$ cat config.mk
export PLATFORM = sky130hd
export DESIGN_NAME = pwm_servo_decoder
export DESIGN_NICKNAME = d
export VERILOG_FILES = /design/src/rtl/pwm_servo_decoder_pkg.sv /design/src/rtl/pwm_servo_decoder_edge_sync.sv /design/src/rtl/pwm_servo_decoder.sv
export SDC_FILE = /design/constraint.sdc
export NUM_CORES = 1
export LEC_CHECK = 0
export BUFFER_PORTS_ARGS = -buffer_cell sky130_fd_sc_hd__buf_2
export CELL_PAD_IN_SITES_DETAIL_PLACEMENT = 1
export CELL_PAD_IN_SITES_GLOBAL_PLACEMENT = 2
export CORE_MARGIN = 8
export CORE_UTILIZATION = 39
export DETAILED_ROUTE_END_ITERATION = 8
export GPL_ROUTABILITY_DRIVEN = 0
export PLACE_DENSITY_LB_ADDON = 0.1
export SETUP_SLACK_MARGIN = 0.2
export SLEW_MARGIN = 30
export SYNTH_ARGS = -nofsm -noshare
export SYNTH_HDL_FRONTEND = slang
export SYNTH_HIERARCHICAL = 1
export SYNTH_SLANG_ARGS = --single-unit
export TNS_END_PERCENT = 10
$ cat constraint.sdc
create_clock -name clk -period 3.1 [get_ports clk]
set_input_delay 0 -clock clk [delete_from_list [all_inputs] [get_ports clk]]
set_output_delay 0 -clock clk [all_outputs]
set_load 0.01 [all_outputs]
$ cat src/rtl/pwm_servo_decoder_pkg.sv
// pwm_servo_decoder_pkg
//   Shared definitions for the servo PWM path: the motor command encoding
//   (also used by the motor controller), the nominal pulse times in 10 ns
//   clock counts, decode thresholds derived from those times, and the
//   width-to-command classifier.
package pwm_servo_decoder_pkg;

  typedef enum logic [1:0] {
    MOTOR_CCW  = 2'd0,
    MOTOR_CW   = 2'd1,
    MOTOR_STOP = 2'd2
  } motor_ctl_state_t;

  // Nominal servo pulse times at 100 MHz.
  localparam int unsigned T_1P0_MS = 100000;
  localparam int unsigned T_1P2_MS = 120000;
  localparam int unsigned T_1P5_MS = 150000;
  localparam int unsigned T_1P7_MS = 170000;
  localparam int unsigned T_2P0_MS = 200000;

  // Legal window is the 1.0..2.0 ms range widened by half a millisecond on
  // each side; the command thresholds sit midway between nominal set points.
  localparam int unsigned DEF_MIN_PW  = T_1P0_MS / 2;                // 0.5 ms
  localparam int unsigned DEF_MAX_PW  = T_2P0_MS + T_1P0_MS / 2;     // 2.5 ms
  localparam int unsigned DEF_CCW_MAX = (T_1P2_MS + T_1P5_MS) / 2;   // 1.35 ms
  localparam int unsigned DEF_CW_MIN  = (T_1P5_MS + T_1P7_MS) / 2;   // 1.6 ms
  localparam int unsigned DEF_TIMEOUT = 11 * T_2P0_MS;               // 22 ms

  function automatic motor_ctl_state_t classify_width(
    input logic [31:0] width,
    input int unsigned ccw_max,
    input int unsigned cw_min
  );
    if (width <= ccw_max)     return MOTOR_CCW;
    else if (width >= cw_min) return MOTOR_CW;
    else                      return MOTOR_STOP;
  endfunction

endpackage

$ cat src/rtl/pwm_servo_decoder_edge_sync.sv
// pwm_edge_sync
//   Two-flop synchronizer for the asynchronous PWM pin plus one register
//   for edge detection. Rise and fall see the same pipeline delay, so the
//   synchronized high time equals the pin high time in cycles.
//   clk    in   system clock
//   reset  in   synchronous, active-high
//   pwm_in in   asynchronous PWM pin
//   level  out  synchronized level
//   rise   out  one-cycle strobe on a synchronized rising edge
//   fall   out  one-cycle strobe on a synchronized falling edge
module pwm_edge_sync (
  input  logic clk,
  input  logic reset,
  input  logic pwm_in,
  output logic level,
  output logic rise,
  output logic fall
);

  logic meta;
  logic sync;
  logic prev;

  // Reset to high: a pin that is already high when reset releases then
  // produces no rising edge, so a pulse in progress can never be measured.
  always_ff @(posedge clk) begin
    if (reset) begin
      meta <= 1'b1;
      sync <= 1'b1;
      prev <= 1'b1;
    end else begin
      meta <= pwm_in;
      sync <= meta;
      prev <= sync;
    end
  end

  assign level = sync;
  assign rise  = sync & ~prev;
  assign fall  = ~sync & prev;

endmodule

$ cat src/rtl/pwm_servo_decoder.sv
// pwm_servo_decoder
//   Measures the high time of a 50 Hz servo PWM line in clock counts,
//   decodes it into a motor command and flags malformed or missing pulses.
//   clk          in   100 MHz clock
//   reset        in   synchronous, active-high
//   pwm_in       in   asynchronous servo PWM input
//   valid        out  one-cycle strobe: new legal pulse decoded
//   pulse_width  out  high time of the last legal pulse, clock counts
//   cmd          out  motor command (CCW=0, CW=1, STOP=2)
//   err          out  one-cycle strobe: pulse too short or too long
//   alive        out  high while legal pulses arrive within TIMEOUT
//
//   state      | meaning
//   -----------+----------------------------------------------------------
//   ARM        | wait for a low input; discards a partial pulse
//   WAIT_RISE  | idle low, wait for the next rising edge
//   MEASURE    | input high, width counter running
module pwm_servo_decoder
  import pwm_servo_decoder_pkg::*;
#(
  parameter int unsigned CNT_W   = 22,
  parameter int unsigned MIN_PW  = DEF_MIN_PW,
  parameter int unsigned MAX_PW  = DEF_MAX_PW,
  parameter int unsigned CCW_MAX = DEF_CCW_MAX,
  parameter int unsigned CW_MIN  = DEF_CW_MIN,
  parameter int unsigned TIMEOUT = DEF_TIMEOUT
) (
  input  logic             clk,
  input  logic             reset,
  input  logic             pwm_in,
  output logic             valid,
  output logic [CNT_W-1:0] pulse_width,
  output logic [1:0]       cmd,
  output logic             err,
  output logic             alive
);

  localparam logic [CNT_W-1:0] MIN_C     = CNT_W'(MIN_PW);
  localparam logic [CNT_W-1:0] MAX_C     = CNT_W'(MAX_PW);
  localparam logic [CNT_W-1:0] TMO_C     = CNT_W'(TIMEOUT);
  localparam logic [CNT_W-1:0] TMO_LAST  = CNT_W'(TIMEOUT - 1);
  localparam logic [CNT_W-1:0] CNT_ONE   = CNT_W'(1);

  typedef enum logic [1:0] {
    ST_ARM       = 2'd0,
    ST_WAIT_RISE = 2'd1,
    ST_MEASURE   = 2'd2
  } state_t;

  state_t           state;
  state_t           state_nxt;
  logic             level;
  logic             rise;
  logic             fall;
  logic [CNT_W-1:0] width_cnt;
  logic [CNT_W-1:0] tmo_cnt;
  logic             load_width;
  logic             inc_width;
  logic             take_pulse;
  logic             pulse_err;
  logic             tmo_expire;
  motor_ctl_state_t cmd_q;

  pwm_edge_sync u_edge_sync (
    .clk    (clk),
    .reset  (reset),
    .pwm_in (pwm_in),
    .level  (level),
    .rise   (rise),
    .fall   (fall)
  );

  always_ff @(posedge clk) begin
    if (reset) state <= ST_ARM;
    else       state <= state_nxt;
  end

  // In MEASURE the input is high on every cycle without a fall, so a count
  // of MAX_PW with no fall means the width is about to become MAX_PW+1.
  always_comb begin
    state_nxt = state;
    case (state)
      ST_ARM:       if (!level) state_nxt = ST_WAIT_RISE;
      ST_WAIT_RISE: if (rise)   state_nxt = ST_MEASURE;
      ST_MEASURE: begin
        if (fall)                    state_nxt = ST_WAIT_RISE;
        else if (width_cnt == MAX_C) state_nxt = ST_ARM;
      end
      default:                       state_nxt = ST_ARM;
    endcase
  end

  always_comb begin
    load_width = 1'b0;
    inc_width  = 1'b0;
    take_pulse = 1'b0;
    pulse_err  = 1'b0;
    case (state)
      ST_WAIT_RISE: load_width = rise;
      ST_MEASURE: begin
        if (fall) begin
          if (width_cnt >= MIN_C) take_pulse = 1'b1;
          else                    pulse_err  = 1'b1;
        end else begin
          inc_width = 1'b1;
          if (width_cnt == MAX_C) pulse_err = 1'b1;
        end
      end
      default: ;
    endcase
  end

  // Counter reaches TIMEOUT on this edge unless a rise clears it first.
  assign tmo_expire = !rise && (tmo_cnt == TMO_LAST);

  always_ff @(posedge clk) begin
    if (reset) begin
      width_cnt   <= '0;
      tmo_cnt     <= '0;
      valid       <= 1'b0;
      err         <= 1'b0;
      pulse_width <= '0;
      cmd_q       <= MOTOR_STOP;
      alive       <= 1'b0;
    end else begin
      valid <= take_pulse;
      err   <= pulse_err;

      if (load_width)     width_cnt <= CNT_ONE;
      else if (inc_width) width_cnt <= width_cnt + CNT_ONE;

      if (rise)                 tmo_cnt <= '0;
      else if (tmo_cnt != TMO_C) tmo_cnt <= tmo_cnt + CNT_ONE;

      if (take_pulse) begin
        pulse_width <= width_cnt;
        cmd_q       <= classify_width(32'(width_cnt), CCW_MAX, CW_MIN);
        alive       <= 1'b1;
      end else if (tmo_expire) begin
        cmd_q <= MOTOR_STOP;
        alive <= 1'b0;
      end
    end
  end

  assign cmd = cmd_q;

endmodule

==> impl_metrics.toml, run 1 <==
[status]
status = "complete, no violations"

[grt]
overflow = 0
grt_pass1_wl_um = 13670
antenna_found_initial = 0
grt_max_degree = 36
grt_usage_pct = 14.51
grt_pass1_vias = 2667

[synthesis]
synth.distinct_cells = 49
synth_top_cell_area_share_pct = 45.49
synth_seq_cells = 76
yosys_warnings = 6
synth-main-ff-cell = "dfxtp_1"
synth_area_per_cell_um2 = 8.990
synth_area_leaders = "dfxtp_1 (45%), nor2_1 (8.1%), xor2_1 (6.8%)"
ys_seq_area_share_pct = 45.49
yosys.area.top_type = "dfxtp_1"
synth-edff-count = 0
postSynth.asyncResetShare_pct = 0
synth_nets = 379
yosysMostFrequentCell = "dfxtp_1"
synthTopCellsByCount = "dfxtp_1 (76), nor2_1 (72), xor2_1 (26)"
syn_inst = 372
syn_area_mm2 = 0.003344

[detailed_routing]
wire_per_inst_um = 15.82
drc_errors = 0
vias_per_cell = 5.204
vias = 2623
wl_um = 7973
drt_iter0_drc = 92
firstDrtPassIters = 4
final_antenna_net_count = 0

[critical_path]
path_cells = "or4_4 -> or3_1 -> o21bai_4 -> buf_12 -> mux2i_1 -> nor2_1"
critPathBufInv = 1
cp.depth = 6
ff2ff_path_depth = 6
startpoint_type = "flop"
crit_path_max_fanout = 17
cpMaxStageDelayCell = "or4_4"
cp_top_family = "simple AND/OR/NAND/NOR gates"
end_kind = "flop"
reg2reg_slack_ns = 0.70
worstSetupPathType = "reg -> reg"
worstPathArrival_ns = 2.60
cp_data_required_time_ns = 3.30
cpPeakStageDelay_ns = 0.57

[clock_network]
post_cts_buffers = 0
clockBufferDepth = 2
cts_resized = 0
worstSkewPairLatency_ns = 0.34
cts.sinks = 76
root_buffer = "clkbuf_8"
cts_hold_buffers = 1
path_clk_slew_ns = 0.08
cts_buffers = 9
htreeDepth = 3
cts_tree = "built"

[sta]
report.final.slew_viol_count = 0
period_share_pct = 77.42
period_needed_ns = 2.400
setup_viol = 0
holdWs_ns = 0.1838
final-hold-violation-count = 0
fin_setup_tns_ns = 0
skew_ns = 0.005683
maxSlewHeadroom_pct = 39.60
rsz0062_at_grt = "no"
fmax_mhz = 416.6
tightestPinTransition_ns = 0.8977

[floorplanning]
core_mm2 = 0.008258
num_rows = 33
fp.dieW_um = 108.6
start_util_pct = 40.50
io_pins = 30
chipHeight_um = 108.6
dieArea_mm2 = 0.01180

[power]
pwr-share-comb_pct = 2.1
p_switching_mw = 0.3961
power.density_mw_per_mm2 = 517.7
swShare_pct = 20.12
p_int_mw = 1.573
p_leak_nw = 1.631
peakVddDrop_mv = 0.2874
clock_power_share_pct = 47.7
seqPwrFrac_pct = 50.2

[final_layout]
antenna-diode-count = 0
layoutNonFillerInstCount = 504
post-route-cell-area_mm2 = 0.003804
final_util_pct = 46.06
nets = 401
area_growth_pct = 13.73
drive_gt1_share_pct = 12.53

[worst_hold_path]
hold_depth = 2
hp-class = "in -> reg"

[place]
port_buffers = 29
dpl_cell_area_mm2 = 0.003543
dpl.cell_count = 487
dp_hpwl_um = 5419

[job]
cap_violations = 0
cell families after synthesis:
group	share of synthesized area, %
compound gates	5.537
xor+xnor	9.428
fa+ha+maj	1.497
buf+inv	4.152
flops	45.49
mux	6.584
simple gates	27.31
routing by layer:
layer / GRT usage [%] / vias up / wire length (um)
met5: 0 / - / 0
met4: 6.158 / 0 / 95
met3: 2.796 / 7 / 190
met2: 21.71 / 25 / 3509
met1: 19.85 / 1261 / 4177
li1: - / 1330 / -
cells in the final DEF, fill, tap and decap left out, types with 4 or more instances in the layout:
cell,synthesis,layout
nor2b_1,7,7
inv_1,4,4
dfxtp_1,76,76
nand4_1,13,13
nor4_1,6,6
mux2i_1,22,22
ha_1,4,4
o21ai_0,5,5
xnor2_1,10,10
or4_1,4,4
nand2_1,17,17
or3_1,4,4
a31oi_1,4,4
a21oi_1,11,11
buf_2,4,29
nor3_1,8,8
clkbuf_8,0,11
and4_1,6,6
and3_1,7,7
xor2_1,26,26
nor2_1,72,72
nand3_1,17,17
registers in the layout, indices dropped and copies added, names as in the netlist:
register           count
state                  2
pulse_width           22
u_edge_sync/level      1
valid                  1
tmo_cnt               22
err                    1
alive                  1
u_edge_sync/meta       1
width_cnt             22
cmd                    2
u_edge_sync/prev       1
stage by stage:
| step | power (mW) | setup slack (ns) |
|---|---|---|
| floorplan | 1.039 | 1.092 |
| global placement | 1.051 | 0.7595 |
| detailed placement | 1.052 | 0.7068 |
| CTS | 2.004 | 0.6870 |
| global route | 2.044 | 0.5236 |
| finish | 1.969 | 0.6998 |
power by group through the flow:
stage               clock, mW  sequential, mW  combinational (mW)
floorplan                   0            1.01              0.0309
global placement            0            1.01              0.0401
detailed placement          0            1.01              0.0411
CTS                     0.973           0.988              0.0425
global route             1.01           0.989              0.0479
finish                  0.939           0.988              0.0417
worst paths after layout:
kind | end | from
max | pulse_width[2] | width_cnt[18]
min | pulse_width[0] | reset
max reg2reg | pulse_width[2] | width_cnt[18]
min reg2reg | u_edge_sync/level | u_edge_sync/meta
layout make-up:
type                       instances  area, um^2
clock buffer                      12       155.1
clock inverter                     4       95.09
fill                             978        4454
inverter                           4       15.01
multi-input combinational        270        1695
sequential                        76        1521
tap                              105       131.4
timing repair buffer              33       190.2
Note: power is estimated with default switching activity, not from simulation.
==> inputs of run 2 (changes only) <==
- ABC_AREA: default -> 1
- CORE_UTILIZATION: 39 -> 34
- clock period: 3.1 -> 2.25 ns (I/O delays scaled with it)
==> impl_metrics.toml, run 2 <==
[floorplanning]
start_util_pct = 34.65
dieArea_mm2 = 0.01461
chipHeight_um = 120.9
num_rows = 38
io_pins = 30
fp.dieW_um = 120.9
core_mm2 = 0.01079

[detailed_routing]
wire_per_inst_um = 14.71
final_antenna_net_count = 0
drc_errors = 0
firstDrtPassIters = 4
drt_iter0_drc = 88
vias = 3481
vias_per_cell = 4.882
wl_um = 10490

[final_layout]
final_cell_mix = "nor2_1 (88), nand2_1 (81), dfxtp_1 (76), inv_1 (73), o21ai_0 (42)"
final_util_pct = 38.85
area_growth_pct = 12.11
final_common_cell = "nor2_1"
antenna-diode-count = 0
nets = 577
largestRegisters = "pulse_width x22, tmo_cnt x22, width_cnt x22"
drive_gt1_share_pct = 13.61
nFillCells = 1406

[synthesis]
synthTopCellsByCount = "nor2_1 (88), nand2_1 (81), dfxtp_1 (76)"
ys_seq_area_share_pct = 40.68
synth_area_per_cell_um2 = 6.977
synth_area_leaders = "dfxtp_1 (41%), nor2_1 (8.8%), nand2_1 (8.1%)"
syn_area_mm2 = 0.003740
synth-main-ff-cell = "dfxtp_1"
postSynth.asyncResetShare_pct = 0
synth_top_cell_area_share_pct = 40.68
yosys.area.top_type = "dfxtp_1"
synth_nets = 543
yosysMostFrequentCell = "nor2_1"
syn_inst = 536
synth-edff-count = 0
yosys_warnings = 6
synth.distinct_cells = 40
synth_seq_cells = 76

[clock_network]
worstSkewPairLatency_ns = 0.37
cts.sinks = 76
root_buffer = "clkbuf_8"
htreeDepth = 3
path_clk_slew_ns = 0.07
cts_buffers = 9
post_cts_buffers = 0
cts_tree = "built"
clockBufferDepth = 2

[sta]
maxSlewHeadroom_pct = 54.62
tightestPinTransition_ns = 0.6799
final-hold-violation-count = 0
fmax_mhz = 543.2
skew_ns = 0.009935
rsz0062_at_grt = "yes"
fin_setup_tns_ns = 0
setup_viol = 0
period_needed_ns = 1.841
period_share_pct = 81.82
report.final.slew_viol_count = 0

[grt]
grt_usage_pct = 15.42
antenna_found_initial = 0
use_met2_pct = 26.74
busiest_layer = "met2"
overflow = 0
met3_usage_pct = 4.188
grt_pass1_vias = 3681
grt_max_degree = 29
grt_pass1_wl_um = 17730
grtUsageMet1_pct = 17.68

[critical_path]
worstSetupPathType = "reg -> reg"
worstPathArrival_ns = 2.14
end_kind = "flop"
cp_data_required_time_ns = 2.55
startpoint_type = "flop"
crit_path_max_fanout = 28

[job]
cap_violations = 0

[power]
power.density_mw_per_mm2 = 580.4
peakVddDrop_mv = 0.2512
p_leak_nw = 1.709

[status]
status = "complete, no violations"

[place]
port_buffers = 29
dp_hpwl_um = 8086

[worst_hold_path]
hp-class = "reg -> reg"
## run 2: critical path: stages (launching register included)
cell	delay, ns
dfxtp_1	0.33
inv_1	0.04
nor2_1	0.36
inv_1	0.11
nor2_1	0.24
nand2_4	0.23
inv_8	0.22
nand2_1	0.07
o21ai_0	0.15
## run 2: per-stage QoR
step	cell area (um^2)	worst slack (ns)	instances	power [mW]	hold slack, ns
after floorplan	3740	0.7021	536	1.443	0.08482
after global placement	3988	0.3050	696	1.465	0.1700
after global routing	4193	0.1975	713	2.551	0.4576
final	4193	0.4090	713	2.434	0.4192
after detailed placement	3988	0.2976	696	1.468	0.1814
after CTS	4193	0.2948	713	2.481	0.4218
## run 2: what timing repair did
action / CTS / global route
resized for setup: 0 / 1
setup endpoints to repair: 0 / 9
hold buffers: 3 / 0
endpoints found under the hold margin: 7 / 0
## run 2: layer usage
layer / vias up / part of all wire (%)
li1: 1790 / -
met1: 1651 / 45
met2: 26 / 51
met3: 14 / 2.4
met4: 0 / 1.8
met5: - / 0
## run 2: final timing paths
check                         from                 to  slack (ns)  cells after the start
setup / recovery  u_edge_sync/prev             cmd[0]        0.41                      8
hold / removal    u_edge_sync/meta  u_edge_sync/level        0.42                      2
setup reg to reg  u_edge_sync/prev             cmd[0]        0.41                      8
hold reg to reg   u_edge_sync/meta  u_edge_sync/level        0.42                      2
## run 2: final cells by class
type                    instances  area (um^2)  share of cell area (%)
repair buffers                 34        190.2                   4.536
inverters                      78        300.3                   7.162
well taps                     140        175.2                   4.178
flip-flops and latches         76         1521                   36.29
clock buffers                  12        165.2                   3.939
clock inverters                 2        10.01                  0.2387
multi-input cells             371         1831                   43.66
## run 2: logic make-up after synthesis
| logic type | after synthesis | share of synthesized area (%) |
|---|---|---|
| AO/OA/AOI/OAI | 93 | 12.88 |
| XOR/XNOR | 5 | 1.171 |
| adder cells (fa/ha/maj) | 4 | 1.338 |
| buffers and inverters | 89 | 10.37 |
| flip-flops | 76 | 40.68 |
| AND/OR/NAND/NOR | 269 | 33.56 |
## run 2: power breakdown
| group | internal, mW | switching [mW] |
|---|---|---|
| clock network | 0.476 | 0.520 |
| registers | 1.35 | 0.00701 |
| logic | 0.0272 | 0.0524 |
